===== src/rtl/core_bus_pkg.sv =====
// Shared encodings for the core-side bus bridges: FSM state codes, default address width, error data word.
// No logic; constants only.
// Imported by core_wishbone_master and its helpers.
package core_bus_pkg;

    localparam logic [1:0] ST_IDLE = 2'd0;
    localparam logic [1:0] ST_BUS  = 2'd1;
    localparam logic [1:0] ST_DONE = 2'd2;

    localparam int          WB_ADDRESS_WIDTH = 28;
    localparam logic [31:0] WB_ERROR_DATA    = 32'hFFFF_FFFF;

endpackage


===== src/rtl/wb_timeout_counter.sv =====
// Bus-cycle watchdog: counts enabled cycles since the last clear and flags the LIMIT-th one.
// Latency: expired is combinational on the count, high during the LIMIT-th enabled cycle.
// Backpressure: none; clear has priority over enable.
module wb_timeout_counter #(
    parameter int WIDTH = 8,
    parameter int LIMIT = 255
) (
    input  logic clk,
    input  logic rst,
    input  logic clear,
    input  logic enable,
    output logic expired
);

    logic [WIDTH-1:0] count;

    always_ff @(posedge clk or posedge rst) begin
        if (rst) begin
            count <= '0;
        end else if (clear) begin
            count <= '0;
        end else if (enable && !expired) begin
            count <= count + 1'b1;
        end
    end

    // count holds (cycles already spent in BUS), so the LIMIT-th cycle sees LIMIT-1
    assign expired = enable && (count == WIDTH'(LIMIT - 1));

endmodule


===== src/rtl/core_wishbone_master.sv =====
// Bridges the memory controller's WB request port onto Wishbone classic single transfers (optional WB_MASTER_TIMEOUT_EN watchdog).
// Latency: request cycle 0, cyc/stb from cycle 1 until ack/err, busy low the cycle after; minimum 3 cycles.
// Backpressure: wbBusy held high from request until the DONE cycle; one transfer in flight.
module core_wishbone_master
    import core_bus_pkg::*;
#(
    parameter int ADDRESS_WIDTH  = WB_ADDRESS_WIDTH,
    parameter int TIMEOUT_CYCLES = 255
) (
    input  logic                     clk,
    input  logic                     rst,
    input  logic [ADDRESS_WIDTH-1:0] wbAddress,
    input  logic [3:0]               wbByteSelect,
    input  logic                     wbWriteEnable,
    input  logic                     wbReadEnable,
    input  logic [31:0]              wbDataWrite,
    output logic [31:0]              wbDataRead,
    output logic                     wbBusy,
    output logic                     wb_cyc_o,
    output logic                     wb_stb_o,
    output logic                     wb_we_o,
    output logic [3:0]               wb_sel_o,
    output logic [ADDRESS_WIDTH-1:0] wb_adr_o,
    output logic [31:0]              wb_data_o,
    input  logic [31:0]              wb_data_i,
    input  logic                     wb_ack_i,
    input  logic                     wb_err_i
);

    logic [1:0] state;
    logic [1:0] state_next;
    logic       request;
    logic       in_bus;
    logic       timeout_expired;
    logic       abort;

    assign request = wbReadEnable | wbWriteEnable;
    assign in_bus  = (state == ST_BUS);

`ifdef WB_MASTER_TIMEOUT_EN
    localparam int CNT_W = ($clog2(TIMEOUT_CYCLES + 1) > 8) ? $clog2(TIMEOUT_CYCLES + 1) : 8;

    wb_timeout_counter #(
        .WIDTH (CNT_W),
        .LIMIT (TIMEOUT_CYCLES)
    ) u_timeout (
        .clk     (clk),
        .rst     (rst),
        .clear   (!in_bus),
        .enable  (in_bus),
        .expired (timeout_expired)
    );
`else
    // Watchdog not built: BUS waits for ack/err indefinitely for any sane TIMEOUT_CYCLES.
    assign timeout_expired = (TIMEOUT_CYCLES < 0);
`endif

    // A genuine ack in the expiry cycle still completes normally.
    assign abort = wb_err_i | (timeout_expired & ~wb_ack_i);

    always_comb begin
        state_next = ST_IDLE;
        case (state)
            ST_IDLE: state_next = request ? ST_BUS : ST_IDLE;
            ST_BUS:  state_next = (wb_ack_i | abort) ? ST_DONE : ST_BUS;
            ST_DONE: state_next = ST_IDLE;
            default: state_next = ST_IDLE;
        endcase
    end

    always_ff @(posedge clk or posedge rst) begin
        if (rst) begin
            state <= ST_IDLE;
        end else begin
            state <= state_next;
        end
    end

    // Request is captured once on acceptance; core-side changes during BUS are ignored.
    always_ff @(posedge clk or posedge rst) begin
        if (rst) begin
            wb_we_o   <= 1'b0;
            wb_sel_o  <= '0;
            wb_adr_o  <= '0;
            wb_data_o <= '0;
        end else if (state == ST_IDLE && request) begin
            wb_we_o   <= wbWriteEnable;
            wb_sel_o  <= wbByteSelect;
            wb_adr_o  <= wbAddress;
            wb_data_o <= wbDataWrite;
        end
    end

    always_ff @(posedge clk or posedge rst) begin
        if (rst) begin
            wbDataRead <= '0;
        end else if (in_bus) begin
            if (abort) begin
                wbDataRead <= WB_ERROR_DATA;
            end else if (wb_ack_i && !wb_we_o) begin
                wbDataRead <= wb_data_i;
            end
        end
    end

    assign wb_cyc_o = in_bus;
    assign wb_stb_o = in_bus;
    assign wbBusy   = in_bus | ((state == ST_IDLE) & request);

endmodule


===== config.mk =====
export PLATFORM = sky130hd
export DESIGN_NAME = core_wishbone_master
export DESIGN_NICKNAME = d
export VERILOG_FILES = /design/src/rtl/core_bus_pkg.sv /design/src/rtl/wb_timeout_counter.sv /design/src/rtl/core_wishbone_master.sv
export SDC_FILE = /design/constraint.sdc
export NUM_CORES = 1
export LEC_CHECK = 0
export CAP_MARGIN = 15
export CORE_UTILIZATION = 30
export CTS_BUF_LIST = sky130_fd_sc_hd__clkbuf_8
export CTS_CLUSTER_DIAMETER = 120
export DETAILED_ROUTE_END_ITERATION = 16
export HOLD_SLACK_MARGIN = 0.08
export PLACE_DENSITY = 0.65
export SYNTH_ARGS = -nofsm -noshare
export SYNTH_HDL_FRONTEND = slang
export SYNTH_HIERARCHICAL = 1
export SYNTH_SLANG_ARGS = --single-unit

===== constraint.sdc =====
create_clock -name clk -period 8.1 [get_ports clk]
set_clock_uncertainty 0.15 [all_clocks]
set_input_delay 2.025 -clock clk [delete_from_list [all_inputs] [get_ports clk]]
set_output_delay 2.025 -clock clk [all_outputs]
set_load 0.005 [all_outputs]

After elaboration in Yosys (flattened, before gate mapping)
Cells that the tools add are included.
{ "word_totals": {"reg_bits": 99, "out_inout_bits": 100, "elab_cells": 22} }
{ "op_classes": {"n_eq_ne": 1, "muxes": 5, "bitwise": 4, "reduce_logical": 6} }
{ "ops": {"columns": ["op", "count"], "rows": [
  ["$mux W32", 2],
  ["$pmux W2 S2", 1],
  ["$or A1 B1 Y1", 3],
  ["$eq A2 B1 Y1 const B", 1],
  ["$logic_and A1 B1 Y1", 2],
  ["$logic_not A2 Y1", 1],
  ["$mux W2", 1],
  ["$reduce_and A2 Y1", 1],
  ["$reduce_bool A2 Y1", 1],
  ["$and A1 B1 Y1", 1],
  ["$logic_not A1 Y1", 1],
  ["$mux W1", 1]
]} }

Logic depth before layout (Yosys ltp)
Gate-level depths: netlist of run 1.
{ "depth": {"depth_word": 4, "ltp_mapped": 5, "depth_no_buf": 4} }

Worst setup path before layout of run 1
No wires, ideal clock.
{ "synth_timing": {"path_type": "input to output", "start": "in wbWriteEnable", "end": "out wbBusy", "arrival_ns": 2.319, "path_slack_ns": 3.606, "stages": 2, "n_path_buf": 0, "cell_sequence": "o21ai_0 > nand2_1"} }
{ "synth_between": {"elab_chain_len": 3} }
{ "synth_rtl": {"columns": ["item", "line", "source"], "rows": [
  ["from (decl)", "core_wishbone_master.sv:14", "input logic wbWriteEnable,"],
  ["$or A1 B1 Y1", "core_wishbone_master.sv:37", "assign request = wbReadEnable | wbWriteEnable;"],
  ["$and A1 B1 Y1", "core_wishbone_master.sv:108", "assign wbBusy = in_bus | ((state == ST_IDLE) & request);"],
  ["$or A1 B1 Y1", "core_wishbone_master.sv:108", null],
  ["to (decl)", "core_wishbone_master.sv:18", "output logic wbBusy,"]
]} }
No other way between the ends.

Worst setup path in the final report of run 1
Same ends and word-level chain as after synthesis.

==> impl_metrics.csv, run 1 <==
group,metric,value,unit
sta,hold_viol,0,
setup_path,reg2reg_depth,4,
drt,wire_per_inst,15.8,µm
synth,synth_cells,223,
setup_path,crit_path_end_kind,"output port",
power,peakVddDrop,0.185,mV
floorplan,die_w,116,µm
min_path,min-delay-start,"wb_data_o[29]$_DFFE_PP0P_",
synth,synth_enable_flop_cells,0,
power,comb_power_share,49.2,%
job,maxCapViolCount,0,
power,power,2320,µW
sta,slew_viol_final,0,
drt,drt_pass1_iterations,4,
setup_path,cp.arrival,3.27,ns
setup_path,crit_path_max_fanout,3,
floorplan,core.rowCount,41,
setup_path,rr_endpoint,"wb_adr_o[19]$_DFFE_PP0P_",
min_path,hold_depth,1,
power,seqPwrFrac,37.7,%
floorplan,dieArea,13500,µm²
final_layout,register_area,2480,µm²
clock_tree,cts_post_setup_buffers_inserted,0,
grt,grt_pass1_wl,14900,µm
sta,setup_viol,0,
power,p_sw,634,µW
floorplan,core_area,12700,µm²
drt,vias,2667,
drt,wl,9470,µm
power,cellPowerDensity,374,nW/µm²
synth,yosysTopAreaCellShare,63.4,%
sta,timing.setup.tns,0,ns
floorplan,initial_core_util,30.8,%
synth,synth_fp_nets,325,
grt,antenna_found_initial,0,
grt,grt_max_degree,56,
sta,slew_headroom,23.2,%
synth,synth_cell_types,18,
final_layout,drive_gt1_share,19.4,%
drt,postRouteAntennaNets,0,
synth,synthTopCellsByArea,"dfrtp_1 63%, mux2_4 19%, o22a_1 7.2%",
synth,ys_ff_latch,99,
drt,vias_per_cell,4.45,
synth,yosysMostFrequentCell,"dfrtp_1",
sta,post-route-period-util,67.3,%
sta,worst_pin_slew,1.15,ns
power,p_int,1690,µW
final_layout,layout.nets,526,
final_layout,diodes,0,
final_layout,nFillCells,1134,
clock_tree,cts_resized,0,
clock_tree,htree_levels,3,
placement,dp_hpwl,6850,µm
setup_path,r2r-start,"state[0]$_DFF_PP0_",
clock_tree,clockBufferDepth,2,
min_path,hp-class,"flip-flop to flip-flop",
drt,route.detailed.drc,0,
synth,ys_async_sr_fraction,100,%
final_layout,multi_input_area,1270,µm²
synth,synth-main-ff-cell,"dfrtp_1",
placement,post-place-ws,2.66,ns
sta,rsz0062_at_grt,"false",
synth,postSynthAreaPerCell,17.5,µm²
outcome,status,"finished, final reports clean",
setup_path,cp.required,5.93,ns
synth,yosysSeqAreaShare,63.4,%
final_layout,area_growth,58.6,%
synth,synth_top_cells_by_count,"99 x dfrtp_1, 49 x mux2_4, 32 x o22a_1",
sta,finalCriticalPeriod,5.45,ns
power,p_leak,0.00254,µW
setup_path,critPathLaunchType,"primary input",
clock_tree,path_clk_slew,0.08,ns
sta,whs,0.363,ns
clock_tree,cts_made_buffers,9,
clock_tree,cts_tree,"done",
grt,grt_use_total,14.7,%
clock_tree,root_buffer,"clkbuf_8",
clock_tree,ctsHoldBuffers,0,
floorplan,ios,202,
synth,syn_area,3900,µm²
placement,routabilityCongestion,0.665,
floorplan,die-height,116,µm
synth,yosys.area.top_type,"dfrtp_1",
min_path,worst_hold_path.endpoint,"wb_data_o[29]$_DFFE_PP0P_",
setup_path,worstSetupPathType,"primary input to output port",
sta,max_freq,0.184,GHz
grt,overflow,0,
power,swShare,27.3,%
sta,fin_ws,2.65,ns
final_layout,fin_util,48.9,%
setup_path,r2r_setup_slack,5.74,ns
clock_tree,clk_latency,0.36,ns
placement,numPortBuffers,201,
power,clkPwrFrac,13.1,%
drt,drt-initial-drc-count,81,
synth,synth_warnings,6,
grt,grt_pass1_vias,2877,
clock_tree,clock-sinks,99,
==> through the flow <==
step / instances / instance area [µm²]
3_3_place_gp: 584 / 6000
5_1_grt: 599 / 6190
6_report: 599 / 6190
4_1_cts: 599 / 6190
2_1_floorplan: 223 / 3910
3_5_place_dp: 585 / 6010
==> cell type report <==
type / count / share of cell area, %
sequential: 99 / 40.0
timing repair buffer: 204 / 33.0
multi-input combinational: 108 / 20.4
tap: 172 / 3.47
clock buffer: 10 / 2.22
clock inverter: 4 / 0.727
inverter: 2 / 0.162
==> critical path, cell delays in order <==
cell,delay [ns]
clkdlybuf4s50_1,0.45
o21ai_0,0.26
nand2_1,0.08
clkdlybuf4s50_1,0.45
==> kinds of logic after synthesis <==
| family | after synthesis | share of synthesized area (%) |
|---|---|---|
| multiplexers | 65 | 23.5 |
| AND/OR/NAND/NOR | 7 | 0.897 |
| buffers and inverters | 16 | 4.33 |
| flip-flops | 99 | 63.4 |
| AO/OA/AOI/OAI | 36 | 7.88 |
==> metal layers <==
layer | wire [µm] | GRT usage (%)
met1 | 3880 | 16.6
met5 | 0 | 0
met4 | 94 | 4.36
met2 | 4640 | 24.8
met3 | 849 | 6.85
==> sequential cells by signal, indices dropped and copies added (netlist names) <==
name	cells
wb_we_o	1
wb_adr_o	28
state	2
wb_sel_o	4
wb_data_o	32
wbDataRead	32
==> worst max path at each step <==
| stage | startpoint | endpoint | slack [ns] | cells after the start |
|---|---|---|---|---|
| after floorplan | rst | state[0]$_DFF_PP0_ | 3.33 | 1 |
| after global placement | wbWriteEnable | wbBusy | 2.66 | 4 |
| after detailed placement | wbWriteEnable | wbBusy | 2.66 | 4 |
| after CTS | wbWriteEnable | wbBusy | 2.65 | 4 |
| after global routing | wbWriteEnable | wbBusy | 2.58 | 4 |
| final | wbWriteEnable | wbBusy | 2.65 | 4 |
==> layout by cell type (no fill, tap or decap), drive strengths merged <==
master         instances
nand2                  1
nor2b                  1
clkdlybuf4s50        201
o21ai                  1
nand3b                 1
o21a                   2
nor2                   3
clkinvlp               1
nand2b                 1
o22a                  32
clkbuf                10
inv                    4
a21o                   1
dfrtp                 99
bufinv                 1
buf                    3
mux2                  65
==> power groups by stage <==
stage	logic (µW)	clock network, µW	registers [µW]
finish	1140	304	875
global route	1230	339	907
CTS	1160	325	879
detailed placement	1150	0	885
global placement	1150	0	870
floorplan	551	0	893
Note: power is estimated with default switching activity, not from simulation.
==> run 2: changes to the inputs <==
==> constraint.sdc (replaced) <==
create_clock -name clk -period 5.6 [get_ports clk]
set_clock_uncertainty 0.15 [all_clocks]
set_input_delay 1.4 -clock clk [delete_from_list [all_inputs] [get_ports clk]]
set_output_delay 1.4 -clock clk [all_outputs]
set_load 0.005 [all_outputs]
==> run 2 against run 1 <==
Worst hold slack got worse by 0.0027 ns. Sequential share of layout area about the same. Die area stayed put. Worst setup slack lost 1.3 ns. Via count rose by 0.49%. Final cell count grew 0.50%. Sequential power up 44%. Count of clock-buffer cells in the layout stayed put.
==> impl_metrics.csv, run 2 (synthesis gave the netlist of run 1 again) <==
group,metric,value,unit
setup_path,crit_slowest_cell,"clkdlybuf4s50_1",
power,peakVddDrop,0.339,mV
power,cellPowerDensity,539,nW/µm²
clock_tree,ctsHoldBuffers,0,
final_layout,final_cell_mix,"201 x clkdlybuf4s50_1, 99 x dfrtp_1, 49 x mux2_4",
setup_path,reg2reg_depth,4,
sta,rsz0062_at_grt,"false",
setup_path,cp_top_family,"buffers and inverters",
setup_path,r2r_setup_slack,3.30,ns
grt,grt_use_total,14.5,%
setup_path,crit_path_end_kind,"output port",
drt,vias,2680,
clock_tree,cts_tree,"done",
setup_path,cp_slowest_stage_delay,0.46,ns
floorplan,die_w,116,µm
placement,dp_hpwl,6840,µm
min_path,hold_depth,1,
setup_path,crit_chain,"clkdlybuf4s50_1 -> o21ai_0 -> nand2_1 -> clkdlybuf4s50_1",
setup_path,critPathLaunchType,"primary input",
setup_path,cp.required,4.05,ns
setup_path,crit_path_max_fanout,3,
drt,wire_per_inst,15.8,µm
clock_tree,clock-sinks,99,
min_path,hp-class,"flip-flop to flip-flop",
outcome,status,"finished, final reports clean",
drt,postRouteAntennaNets,0,
drt,route.detailed.drc,0,
min_path,worst_hold_path.endpoint,"wbDataRead[14]$_DFFE_PP0P_",
sta,setup_viol,0,
clock_tree,root_buffer,"clkbuf_8",
drt,drt-initial-drc-count,77,
setup_path,rr_endpoint,"wb_adr_o[26]$_DFFE_PP0P_",
floorplan,die-height,116,µm
power,p_leak,0.00254,µW
grt,grt_pass1_wl,14600,µm
clock_tree,htree_levels,3,
floorplan,ios,202,
setup_path,worstSetupPathType,"primary input to output port",
sta,worst_pin_slew,1.15,ns
grt,grt_pass1_vias,2920,
sta,whs,0.360,ns
job,maxCapViolCount,0,
drt,drt_pass1_iterations,4,
grt,antenna_found_initial,0,
setup_path,cp.arrival,2.66,ns
setup_path,path_buf_inv,2,
clock_tree,clk_latency,0.37,ns
final_layout,drive_gt1_share,20.2,%
final_layout,layout.nets,527,
final_layout,diodes,0,
sta,slew_viol_final,0,
drt,wl,9490,µm
floorplan,core.rowCount,41,
setup_path,crit_start,"wbWriteEnable",
placement,numPortBuffers,201,
placement,placed_cell_area,6020,µm²
floorplan,dieArea,13500,µm²
final_layout,mostFrequentLayoutCell,"clkdlybuf4s50_1",
final_layout,area_growth,58.7,%
sta,timing.setup.tns,0,ns
sta,slew_headroom,23.3,%
min_path,min-delay-start,"wbDataRead[14]$_DFFE_PP0P_",
floorplan,core_area,12700,µm²
clock_tree,cts_resized,0,
setup_path,path_common_cell,"clkdlybuf4s50_1",
drt,vias_per_cell,4.45,
clock_tree,cts_post_setup_buffers_inserted,0,
final_layout,final_cell_area,6200,µm²
setup_path,r2r-start,"state[0]$_DFF_PP0_",
grt,grt_max_degree,80,
clock_tree,cts_made_buffers,9,
clock_tree,path_clk_slew,0.09,ns
sta,finalCriticalPeriod,4.21,ns
floorplan,initial_core_util,30.8,%
placement,routabilityCongestion,0.655,
grt,overflow,0,
final_layout,reg_top3,"wbDataRead: 32 flops, wb_data_o: 32 flops, wb_adr_o: 28 flops",
sta,max_freq,0.238,GHz
sta,post-route-period-util,75.1,%
sta,hold_viol,0,
clock_tree,clockBufferDepth,2,
[run 2: changes by cell type in the layout (fill, tap and decap cells not counted), sizes merged]
cell	change
clkinv	+2
clkinvlp	+1
bufinv	-1
buf	+1
[run 2: power breakdown]
group	internal [µW]	leakage, µW	switching [µW]	total (µW)
Combinational	1150	0.00136	497	1650
Sequential	1070	0.00109	192	1260
Clock	174	0.0000901	250	424
Total	2400	0.00254	939	3340
[run 2: per-layer routing]
layer  routed length [µm]  track usage, %
met1                 3920            16.5
met2                 4540            24.0
met3                  873            5.40
met4                  157            6.92
met5                    0               0
[run 2: metrics by stage]
| stage | setup WS, ns | util, % | total power [µW] | cells |
|---|---|---|---|---|
| floorplan | 1.46 | - | 2090 | 223 |
| global placement | 1.41 | 47.4 | 2910 | 585 |
| detailed placement | 1.38 | 47.5 | 2950 | 586 |
| CTS | 1.38 | 48.9 | 3400 | 602 |
| global route | 1.31 | 48.9 | 3560 | 602 |
| finish | 1.39 | 48.9 | 3340 | 602 |
[run 2: final cells by class]
| type | instances | area (µm²) |
|---|---|---|
| clock buffer | 10 | 138 |
| clock inverter | 6 | 41.3 |
| tap | 172 | 215 |
| inverter | 2 | 10.0 |
| sequential | 99 | 2480 |
| fill | 1148 | 6470 |
| timing repair buffer | 205 | 2050 |
| multi-input combinational | 108 | 1270 |
[run 2: how the worst max path moves through the flow]
stage / endpoint / cells past startpoint
after floorplan: state[0]$_DFF_PP0_ / 1
after global placement: wbBusy / 4
after detailed placement: wbBusy / 4
after CTS: wbBusy / 4
after global routing: wbBusy / 4
final: wbBusy / 4
